--- config.mk ---
export PLATFORM = sky130hd
export DESIGN_NAME = wash_cycle_ctrl
export DESIGN_NICKNAME = d
export VERILOG_FILES = /design/src/rtl/wash_cycle_ctrl.sv
export SDC_FILE = /design/constraint.sdc
export NUM_CORES = 1
export LEC_CHECK = 0
export ABC_AREA = 1
export CAP_MARGIN = 40
export CORE_MARGIN = 3
export CORE_UTILIZATION = 54
export DETAILED_ROUTE_END_ITERATION = 8
export PLACE_DENSITY = 0.83
export SYNTH_ARGS = -nofsm -noshare
export SYNTH_HDL_FRONTEND = slang
export SYNTH_SLANG_ARGS = --single-unit
--- constraint.sdc ---
create_clock -name clk -period 3.1 [get_ports clk]
set_input_delay 0.31 -clock clk [delete_from_list [all_inputs] [get_ports clk]]
set_output_delay 0.31 -clock clk [all_outputs]
set_load 0.01 [all_outputs]
--- src/rtl/wash_cycle_ctrl.sv ---
`default_nettype none
// ============================================================================
// Module      : wash_cycle_ctrl
// Description : Cycle sequencer for the washing machine controller. It runs
//               the phases fill, wash and spin, then RINSE_CNT passes of
//               fill, rinse and spin, an optional dry phase, and then done.
//               It drives the phase timer (clear pulse and load size) and
//               takes the timer's per-phase done flags. Opening the door
//               pauses the cycle. Abort cancels it.
// Options     : DRY_PHASE_EN - when defined, the final spin goes to a heated
//               dry phase. When undefined, the final spin goes straight to
//               done, td is unused and heater is held at 0.
// Revision    : 1.0 - initial release
// ============================================================================
module wash_cycle_ctrl #(
  parameter int RINSE_CNT = 2,
  parameter int BLANK     = 2
) (
  input  logic       clk,
  input  logic       reset,
  input  logic       start,
  input  logic       abort,
  input  logic       door_closed,
  input  logic [2:0] load,
  input  logic       tf,
  input  logic       tw,
  input  logic       tr,
  input  logic       ts,
  input  logic       td,
  output logic       tmr_clr,
  output logic [2:0] tmr_load,
  output logic [2:0] phase,
  output logic       fill_valve,
  output logic       motor_wash,
  output logic       motor_spin,
  output logic       drain_valve,
  output logic       heater,
  output logic       busy,
  output logic       done
);

  typedef enum logic [2:0] {
    S_IDLE  = 3'd0,
    S_FILL  = 3'd1,
    S_WASH  = 3'd2,
    S_RINSE = 3'd3,
    S_SPIN  = 3'd4,
    S_DRY   = 3'd5,
    S_DONE  = 3'd6,
    S_PAUSE = 3'd7
  } state_t;

  localparam int                   c_BLANK_W    = $clog2(BLANK + 1);
  localparam logic [c_BLANK_W-1:0] c_BLANK_INIT = c_BLANK_W'(BLANK);
  localparam logic [2:0]           c_RINSE      = 3'(RINSE_CNT);

`ifdef DRY_PHASE_EN
  localparam state_t c_FINAL = S_DRY;
`else
  localparam state_t c_FINAL = S_DONE;
`endif

  state_t               r_state;
  state_t               r_resume;
  logic [2:0]           r_rinse;
  logic                 r_is_rinse;
  logic                 r_armed;
  logic [c_BLANK_W-1:0] r_blank;

  state_t w_nxt;
  state_t w_target;
  logic   w_active;
  logic   w_flag;
  logic   w_nxt_run;
  logic   w_entry;
  logic   w_abort;
  logic   w_begin;

  // Pick the done flag and successor that belong to the current timed phase
  always_comb begin
    w_active = 1'b0;
    w_flag   = 1'b0;
    w_target = r_state;
    case (r_state)
      S_FILL: begin
        w_active = 1'b1;
        w_flag   = tf;
        w_target = r_is_rinse ? S_RINSE : S_WASH;
      end
      S_WASH: begin
        w_active = 1'b1;
        w_flag   = tw;
        w_target = S_SPIN;
      end
      S_RINSE: begin
        w_active = 1'b1;
        w_flag   = tr;
        w_target = S_SPIN;
      end
      S_SPIN: begin
        w_active = 1'b1;
        w_flag   = ts;
        w_target = (r_rinse < c_RINSE) ? S_FILL : c_FINAL;
      end
`ifdef DRY_PHASE_EN
      S_DRY: begin
        w_active = 1'b1;
        w_flag   = td;
        w_target = S_DONE;
      end
`endif
      default: ;
    endcase
  end

  // Next state: abort beats door-open, and door-open beats the phase flag
  always_comb begin
    w_nxt = r_state;
    if (w_active) begin
      if (abort)
        w_nxt = S_IDLE;
      else if (!door_closed)
        w_nxt = S_PAUSE;
      else if (w_flag && (r_blank == '0))
        w_nxt = w_target;
    end else begin
      case (r_state)
        S_IDLE:  if (start && r_armed && door_closed && !abort) w_nxt = S_FILL;
        S_PAUSE: begin
          if (abort)
            w_nxt = S_IDLE;
          else if (door_closed && start)
            w_nxt = r_resume;
        end
        S_DONE:  if (!door_closed || abort) w_nxt = S_IDLE;
        default: w_nxt = S_IDLE;
      endcase
    end
  end

`ifdef DRY_PHASE_EN
  assign w_nxt_run = (w_nxt inside {S_FILL, S_WASH, S_RINSE, S_SPIN, S_DRY});
`else
  assign w_nxt_run = (w_nxt inside {S_FILL, S_WASH, S_RINSE, S_SPIN});
  logic w_unused_td;
  assign w_unused_td = td;
`endif

  // A timed phase restarts its timer whenever it is newly entered, resumes included
  assign w_entry = w_nxt_run && (w_nxt != r_state);
  assign w_begin = (r_state == S_IDLE) && (w_nxt == S_FILL);
  assign w_abort = abort && (r_state != S_IDLE) && (r_state != S_DONE);

  assign phase = r_state;

  // Sequencer state, bookkeeping, and registered outputs decoded from the next state
  always_ff @(posedge clk or negedge reset) begin
    if (!reset) begin
      r_state     <= S_IDLE;
      r_resume    <= S_IDLE;
      r_rinse     <= '0;
      r_is_rinse  <= 1'b0;
      r_armed     <= 1'b0;
      r_blank     <= '0;
      tmr_clr     <= 1'b0;
      tmr_load    <= '0;
      fill_valve  <= 1'b0;
      motor_wash  <= 1'b0;
      motor_spin  <= 1'b0;
      drain_valve <= 1'b0;
`ifdef DRY_PHASE_EN
      heater      <= 1'b0;
`endif
      busy        <= 1'b0;
      done        <= 1'b0;
    end else begin
      r_state <= w_nxt;
      // start must be seen low while idle before a new cycle may begin
      r_armed <= (r_state == S_IDLE) ? (r_armed | ~start) : 1'b0;
      tmr_clr <= w_entry;

      if (w_entry)
        r_blank <= c_BLANK_INIT;
      else if (r_blank != '0)
        r_blank <= r_blank - 1'b1;

      if (w_begin) begin
        tmr_load   <= (load > 3'd2) ? 3'd2 : load;
        r_rinse    <= '0;
        r_is_rinse <= 1'b0;
      end else if (w_abort) begin
        tmr_load   <= '0;
        r_rinse    <= '0;
        r_is_rinse <= 1'b0;
        r_blank    <= '0;
      end else begin
        if ((r_state == S_RINSE) && (w_nxt == S_SPIN))
          r_rinse <= r_rinse + 3'd1;
        if ((r_state == S_SPIN) && (w_nxt == S_FILL))
          r_is_rinse <= 1'b1;
      end

      if (w_active && (w_nxt == S_PAUSE))
        r_resume <= r_state;

      fill_valve  <= (w_nxt == S_FILL);
      motor_wash  <= (w_nxt == S_WASH) || (w_nxt == S_RINSE);
      drain_valve <= (w_nxt == S_SPIN);
`ifdef DRY_PHASE_EN
      motor_spin  <= (w_nxt == S_SPIN) || (w_nxt == S_DRY);
      heater      <= (w_nxt == S_DRY);
`else
      motor_spin  <= (w_nxt == S_SPIN);
`endif
      busy        <= (w_nxt != S_IDLE) && (w_nxt != S_DONE);
      done        <= (w_nxt == S_DONE);
    end
  end

`ifndef DRY_PHASE_EN
  assign heater = 1'b0;
`endif

endmodule
`default_nettype wire
==> impl_metrics.env, run 1 <==
export IMPL_setup_viol=0
export IMPL_cts_resized=0
export IMPL_yosysWarnings=0
export IMPL_crit_path_frequent_cell="nand2_1"
export IMPL_cp_start_kind="flop"
export IMPL_cts_root_buf="clkbuf_4"
export IMPL_io_pins=27
export IMPL_arrival_ns=2.41
export IMPL_layout_drive_gt1_share_pct=18.1
export IMPL_dp_hpwl_um=2290
export IMPL_grt_use_total_pct=22.5
export IMPL_crit_required_ns=3.31
export IMPL_wl_per_cell_um=13.5
export IMPL_clk_path_buf_depth=2
export IMPL_grt_overflow=0
export IMPL_max_stage_delay_ns=0.54
export IMPL_grt_first_pass_wirelength_um=4840
export IMPL_period_share_pct=70.8
export IMPL_vias=1170
export IMPL_crit_type="flop to flop"
export IMPL_cts_sink_count=22
export IMPL_postSynthAreaPerCell_um2=7.77
export IMPL_ys_types=31
export IMPL_ant_nets=0
export IMPL_ys_ff_latch=22
export IMPL_post_cts_setup_buffer_count=0
export IMPL_ir_drop_uv=369
export IMPL_status="completed"
export IMPL_period_needed_ns=2.20
export IMPL_clk_pin_slew_ns=0.13
export IMPL_numCtsBuffers=3
export IMPL_skew_ns=0.00335
export IMPL_top_layer="met4"
export IMPL_initial_core_util_pct=57.9
export IMPL_diodes=0
export IMPL_hold_viol=0
export IMPL_routed_wl_met3_um=115
export IMPL_area_growth_pct=23.9
export IMPL_endpoint_kind="flop"
export IMPL_port_buffers=24
export IMPL_maxSlewHeadroom_pct=64.8
export IMPL_worst_slew_pin_slew_ns=0.523
export IMPL_power_leakage_uw=0.000818
export IMPL_rsz0062_at_grt="false"
export IMPL_met2WireLength_um=1530
export IMPL_die_width_um=55.2
export IMPL_drcViolationCount=0
export IMPL_grt_pass1_vias=1110
export IMPL_netlist_area_mm2=0.00131
export IMPL_fin_cells=221
export IMPL_final_nets=208
export IMPL_ys_seq_area_share_pct=42.2
export IMPL_drt_first_pass_iters=5
export IMPL_max_freq_mhz=455
export IMPL_slowest_stage="dfrtp_1"
export IMPL_utilization_pct=71.7
export IMPL_critPathMaxFanout=12
export IMPL_hold_buffers=0
export IMPL_die_area_mm2=0.00304
export IMPL_gp_congestion=0.925
export IMPL_drt_iter0_markers=26
export IMPL_row_count=17
export IMPL_vias_per_cell=5.29
export IMPL_core_area_mm2=0.00225
export IMPL_htreeDepth=1
export IMPL_netlist_instances=168
export IMPL_grt_max_degree=16
export IMPL_setup_tns_ns=0
export IMPL_min_path_type="input pin to asynchronous set/reset pin"
export IMPL_cts_tree="yes"
export IMPL_dp_cells=217
export IMPL_antenna_found_initial=0
export IMPL_drv_cap=0
export IMPL_slew_viol_final=0
export IMPL_wl_um=2990
export IMPL_wl_met1_um=1310
export IMPL_die_h_um=55.2
export IMPL_worst_path_buf_inv=0
export IMPL_layout_commonest_cell="nand2_1"
export IMPL_powerDensity_mw_per_mm2=628
export IMPL_layout_common_cells="nand2_1, clkdlybuf4s50_1, dfrtp_1"
export IMPL_clk_latency_ns=0.30
export IMPL_crit_family="simple AND/OR/NAND/NOR gates"
export IMPL_synth_net_count=182
export IMPL_crit_chain="nor2_1 -> nand2_1 -> nor4_2 -> nor2_1 -> nand2_4 -> nand2_1 -> nand2_1 -> nand3_2 -> nand2_1 -> nand2_1"
registers in the layout, indices dropped and copies added (netlist names):
register / flops
fill_valve: 1
busy: 1
r_resume: 3
r_is_rinse: 1
r_rinse: 3
motor_wash: 1
done: 1
tmr_clr: 1
tmr_load: 3
drain_valve: 1
r_blank: 2
r_armed: 1
phase: 3
layer usage:
metal / vias up / track usage, %
li1: 585 / -
met1: 549 / 26.7
met2: 34 / 42.9
met3: 2 / 3.22
met4: 0 / 3.64
met5: - / 0
logic make-up after synthesis:
kind of cell    count (synthesis)  synth area share [%]
flops                          22                  42.2
simple gates                  100                  39.9
other cells                     1                 0.287
fa+ha+maj                       1                 0.959
compound gates                 15                  7.10
buf+inv                        29                  9.59
Yosys cell counts (all sizes together):
| cell type | instances | area [um^2] |
|---|---|---|
| nor3 | 4 | 25.0 |
| nor4 | 2 | 18.8 |
| ha | 1 | 12.5 |
| nand3b | 1 | 7.51 |
| buf | 4 | 31.3 |
| nor2 | 20 | 90.1 |
| or2 | 1 | 6.26 |
| nand2 | 46 | 213 |
| o21ai | 7 | 38.8 |
| o22ai | 1 | 6.26 |
| inv | 25 | 93.8 |
| conb | 1 | 3.75 |
| dfrtp | 22 | 551 |
| nand3 | 23 | 135 |
| a21oi | 6 | 37.5 |
| a32o | 1 | 10.0 |
| nand4 | 3 | 25.0 |
cell type report:
cell class,count,area (um^2)
multi-input combinational,117,629
timing repair buffer,25,255
tap,28,35.0
clock buffer,3,22.5
sequential,22,551
fill,189,638
clock inverter,1,30.0
inverter,25,93.8
metrics by stage:
step	instance area (um^2)	hold WS [ns]	power [uW]	setup WS [ns]
finish	1620	0.287	1020	0.904
CTS	1620	0.300	1010	0.937
floorplan	1310	0.0144	651	1.35
global route	1620	0.309	1080	0.677
detailed placement	1560	0.489	795	0.711
global placement	1550	0.465	773	0.754
power by group:
part | leakage, uW | switching (uW) | internal (uW) | total, uW
logic | 0.000492 | 235 | 166 | 401
clock network | 0.0000279 | 90.2 | 131 | 221
registers | 0.000298 | 49.6 | 345 | 394
path summary, 6_finish.rpt:
check / slack, ns / to / cells after the start / from
min in group clk: 0.51 / tmr_load[2]$_DFFE_PN0N_ / 2 / tmr_load[2]$_DFFE_PN0N_
hold reg to reg: 0.51 / tmr_load[2]$_DFFE_PN0N_ / 2 / tmr_load[2]$_DFFE_PN0N_
hold / removal: 0.29 / motor_wash$_DFF_PN0_ / 1 / reset
max in group asynchronous: 2.37 / r_is_rinse$_DFFE_PN0P_ / 2 / reset
setup / recovery: 0.90 / r_blank[1]$_DFF_PN0_ / 10 / phase[0]$_DFF_PN0_
setup reg to reg: 0.90 / r_blank[1]$_DFF_PN0_ / 10 / phase[0]$_DFF_PN0_
(Power assumes the default switching activity.)
==> run 2: changes to the inputs <==
--- a/config.mk
+++ b/config.mk
@@ -8,9 +8,9 @@
 export ABC_AREA = 1
 export CAP_MARGIN = 40
 export CORE_MARGIN = 3
-export CORE_UTILIZATION = 54
+export CORE_UTILIZATION = 45
 export DETAILED_ROUTE_END_ITERATION = 8
-export PLACE_DENSITY = 0.83
+export PLACE_DENSITY = 0.73
 export SYNTH_ARGS = -nofsm -noshare
 export SYNTH_HDL_FRONTEND = slang
 export SYNTH_SLANG_ARGS = --single-unit
==> constraint.sdc (replaced) <==
create_clock -name clk -period 1.9 [get_ports clk]
set_input_delay 0.19 -clock clk [delete_from_list [all_inputs] [get_ports clk]]
set_output_delay 0.19 -clock clk [all_outputs]
set_load 0.01 [all_outputs]
==> run 2 against run 1 <==
Compared with the run above: core utilization up 1.0 points; critical path depth up 4; count of clock-buffer cells in the layout unchanged; routed wire length up 20%; worst setup slack worse by 0.91 ns; clock skew about the same; worst hold slack worse by 0.089 ns; maximum frequency up 15%; largest power group unchanged; register-to-register slack worse by 0.91 ns; non-clock buffer count up 22; highest routed layer unchanged; the flow now finishes with violations (setup timing); critical endpoint is now r_rinse[2]$_DFFE_PN0P_.
==> impl_metrics.env, run 2 (synthesis results as in run 1) <==
export IMPL_status="finished, violations left"
export IMPL_violations="setup timing"
export IMPL_powerDensity_mw_per_mm2=992
export IMPL_vias=1323
export IMPL_grt_first_pass_wirelength_um=5650
export IMPL_htreeDepth=1
export IMPL_grt_pass1_vias=1310
export IMPL_total_power_uw=1880
export IMPL_hold_viol=0
export IMPL_initial_core_util_pct=50.0
export IMPL_setup_viol=1
export IMPL_rsz0062_at_grt="true"
export IMPL_skew_ns=0.00294
export IMPL_core_area_mm2=0.00261
export IMPL_wl_um=3600
export IMPL_diodes=0
export IMPL_fillCellCount=192
export IMPL_wl_per_cell_um=14.7
export IMPL_clk_latency_ns=0.32
export IMPL_gp_congestion=0.891
export IMPL_cts_root_buf="clkbuf_4"
export IMPL_clk_pin_slew_ns=0.13
export IMPL_grt_overflow=0
export IMPL_postLayoutCellArea_mm2=0.00190
export IMPL_die_h_um=59.9
export IMPL_layout_commonest_cell="nand2_1"
export IMPL_multiInputGateArea_um2=728
export IMPL_drv_cap=0
export IMPL_port_buffers=24
export IMPL_hold_buffers=0
export IMPL_numCtsBuffers=3
export IMPL_clk_path_buf_depth=2
export IMPL_regArea_um2=554
export IMPL_crit_type="flop to flop"
export IMPL_regToRegEndpoint="r_rinse[2]$_DFFE_PN0P_"
export IMPL_ant_nets=0
export IMPL_cts_tree="yes"
export IMPL_max_freq_mhz=524
export IMPL_placed_area_mm2=0.00166
export IMPL_ir_drop_uv=716
export IMPL_period_needed_ns=1.91
export IMPL_min_path_type="input pin to asynchronous set/reset pin"
export IMPL_period_share_pct=100
export IMPL_layout_drive_gt1_share_pct=36.3
export IMPL_die_width_um=59.9
export IMPL_arrival_ns=2.18
export IMPL_final_nets=230
export IMPL_layout_common_cells="nand2_1, clkdlybuf4s50_1, inv_1"
export IMPL_drcViolationCount=0
export IMPL_drt_iter0_markers=38
export IMPL_slew_viol_final=0
export IMPL_r2r_start="phase[1]$_DFF_PN0_"
export IMPL_critPathMaxFanout=5
export IMPL_area_growth_pct=45.5
export IMPL_grt_max_degree=23
export IMPL_r2r_worst_path_cells=14
export IMPL_reg2reg_slack_ns=-0.008
export IMPL_power_leakage_uw=0.000937
export IMPL_cp_start_kind="flop"
export IMPL_vias_per_cell=5.40
export IMPL_cts_sink_count=22
export IMPL_antenna_found_initial=0
export IMPL_dp_hpwl_um=2460
export IMPL_crit_required_ns=2.17
export IMPL_setup_slack_ns=-0.00772
export IMPL_io_pins=27
export IMPL_row_count=18
export IMPL_grt_use_total_pct=21.2
export IMPL_utilization_pct=72.7
export IMPL_die_area_mm2=0.00358
export IMPL_drt_first_pass_iters=4
export IMPL_endpoint_kind="flop"
run 2: how the worst max path moves through the flow:
stage / to / depth (start not counted) / from / slack [ns]
after CTS: r_rinse[2]$_DFFE_PN0P_ / 14 / phase[1]$_DFF_PN0_ / -0.000002
after global routing: r_blank[1]$_DFF_PN0_ / 14 / phase[1]$_DFF_PN0_ / -0.13
after floorplan: r_blank[1]$_DFF_PN0_ / 15 / phase[2]$_DFF_PN0_ / 0.15
final: r_rinse[2]$_DFFE_PN0P_ / 14 / phase[1]$_DFF_PN0_ / -0.008
after global placement: r_blank[1]$_DFF_PN0_ / 16 / tw / -0.005
after detailed placement: r_rinse[2]$_DFFE_PN0P_ / 16 / tw / -0.06
run 2: area by class of cell:
| type | count | area share [%] |
|---|---|---|
| Multi-Input combinational cell | 117 | 38.3 |
| Sequential cell | 22 | 29.2 |
| Timing Repair Buffer | 47 | 22.5 |
| Inverter | 25 | 5.20 |
| Tap cell | 30 | 1.98 |
| Clock inverter | 1 | 1.58 |
| Clock buffer | 3 | 1.19 |
run 2: timing repair:
action / CTS / global route
endpoints found under the setup margin: 8 / 12
setup buffers: 5 / 3
pin swaps: 1 / 16
resized for setup: 5 / 29
run 2: report_power, final:
group / total (uW) / switching, uW / internal, uW
clock: 369 / 156 / 214
sequential: 636 / 71.0 / 565
combinational: 879 / 491 / 388
total: 1880 / 718 / 1170
run 2: worst max-delay path, cell delays in order, from the launching register on:
cell and delay (ns):
dfrtp_2 0.49, inv_4 0.11, buf_4 0.10, nand4_1 0.07, nand2_1 0.08, o21ai_2 0.08
nand2_1 0.10, nand3_2 0.10, nand2_2 0.11, nand2_4 0.08, nor2_4 0.18, nand3_4 0.12
nand2_4 0.09, nand2_2 0.06, nand2_2 0.09
run 2: per-layer routing:
layer / track usage [%] / share of wire, %
met5: 0 / 0
met4: 11.7 / 2.9
met3: 4.75 / 7.1
met2: 34.7 / 50
met1: 25.6 / 40
run 2: per-stage QoR:
step,std cells,hold WS (ns),worst slack [ns],setup TNS [ns]
finish,245,0.197,-0.00772,-0.00772
global route,245,0.214,-0.130,-1.22
CTS,242,0.210,-0.00000200,-0.00000200
detailed placement,233,0.488,-0.0648,-0.159
global placement,233,0.475,-0.00527,-0.00527
floorplan,168,-0.106,0.152,0
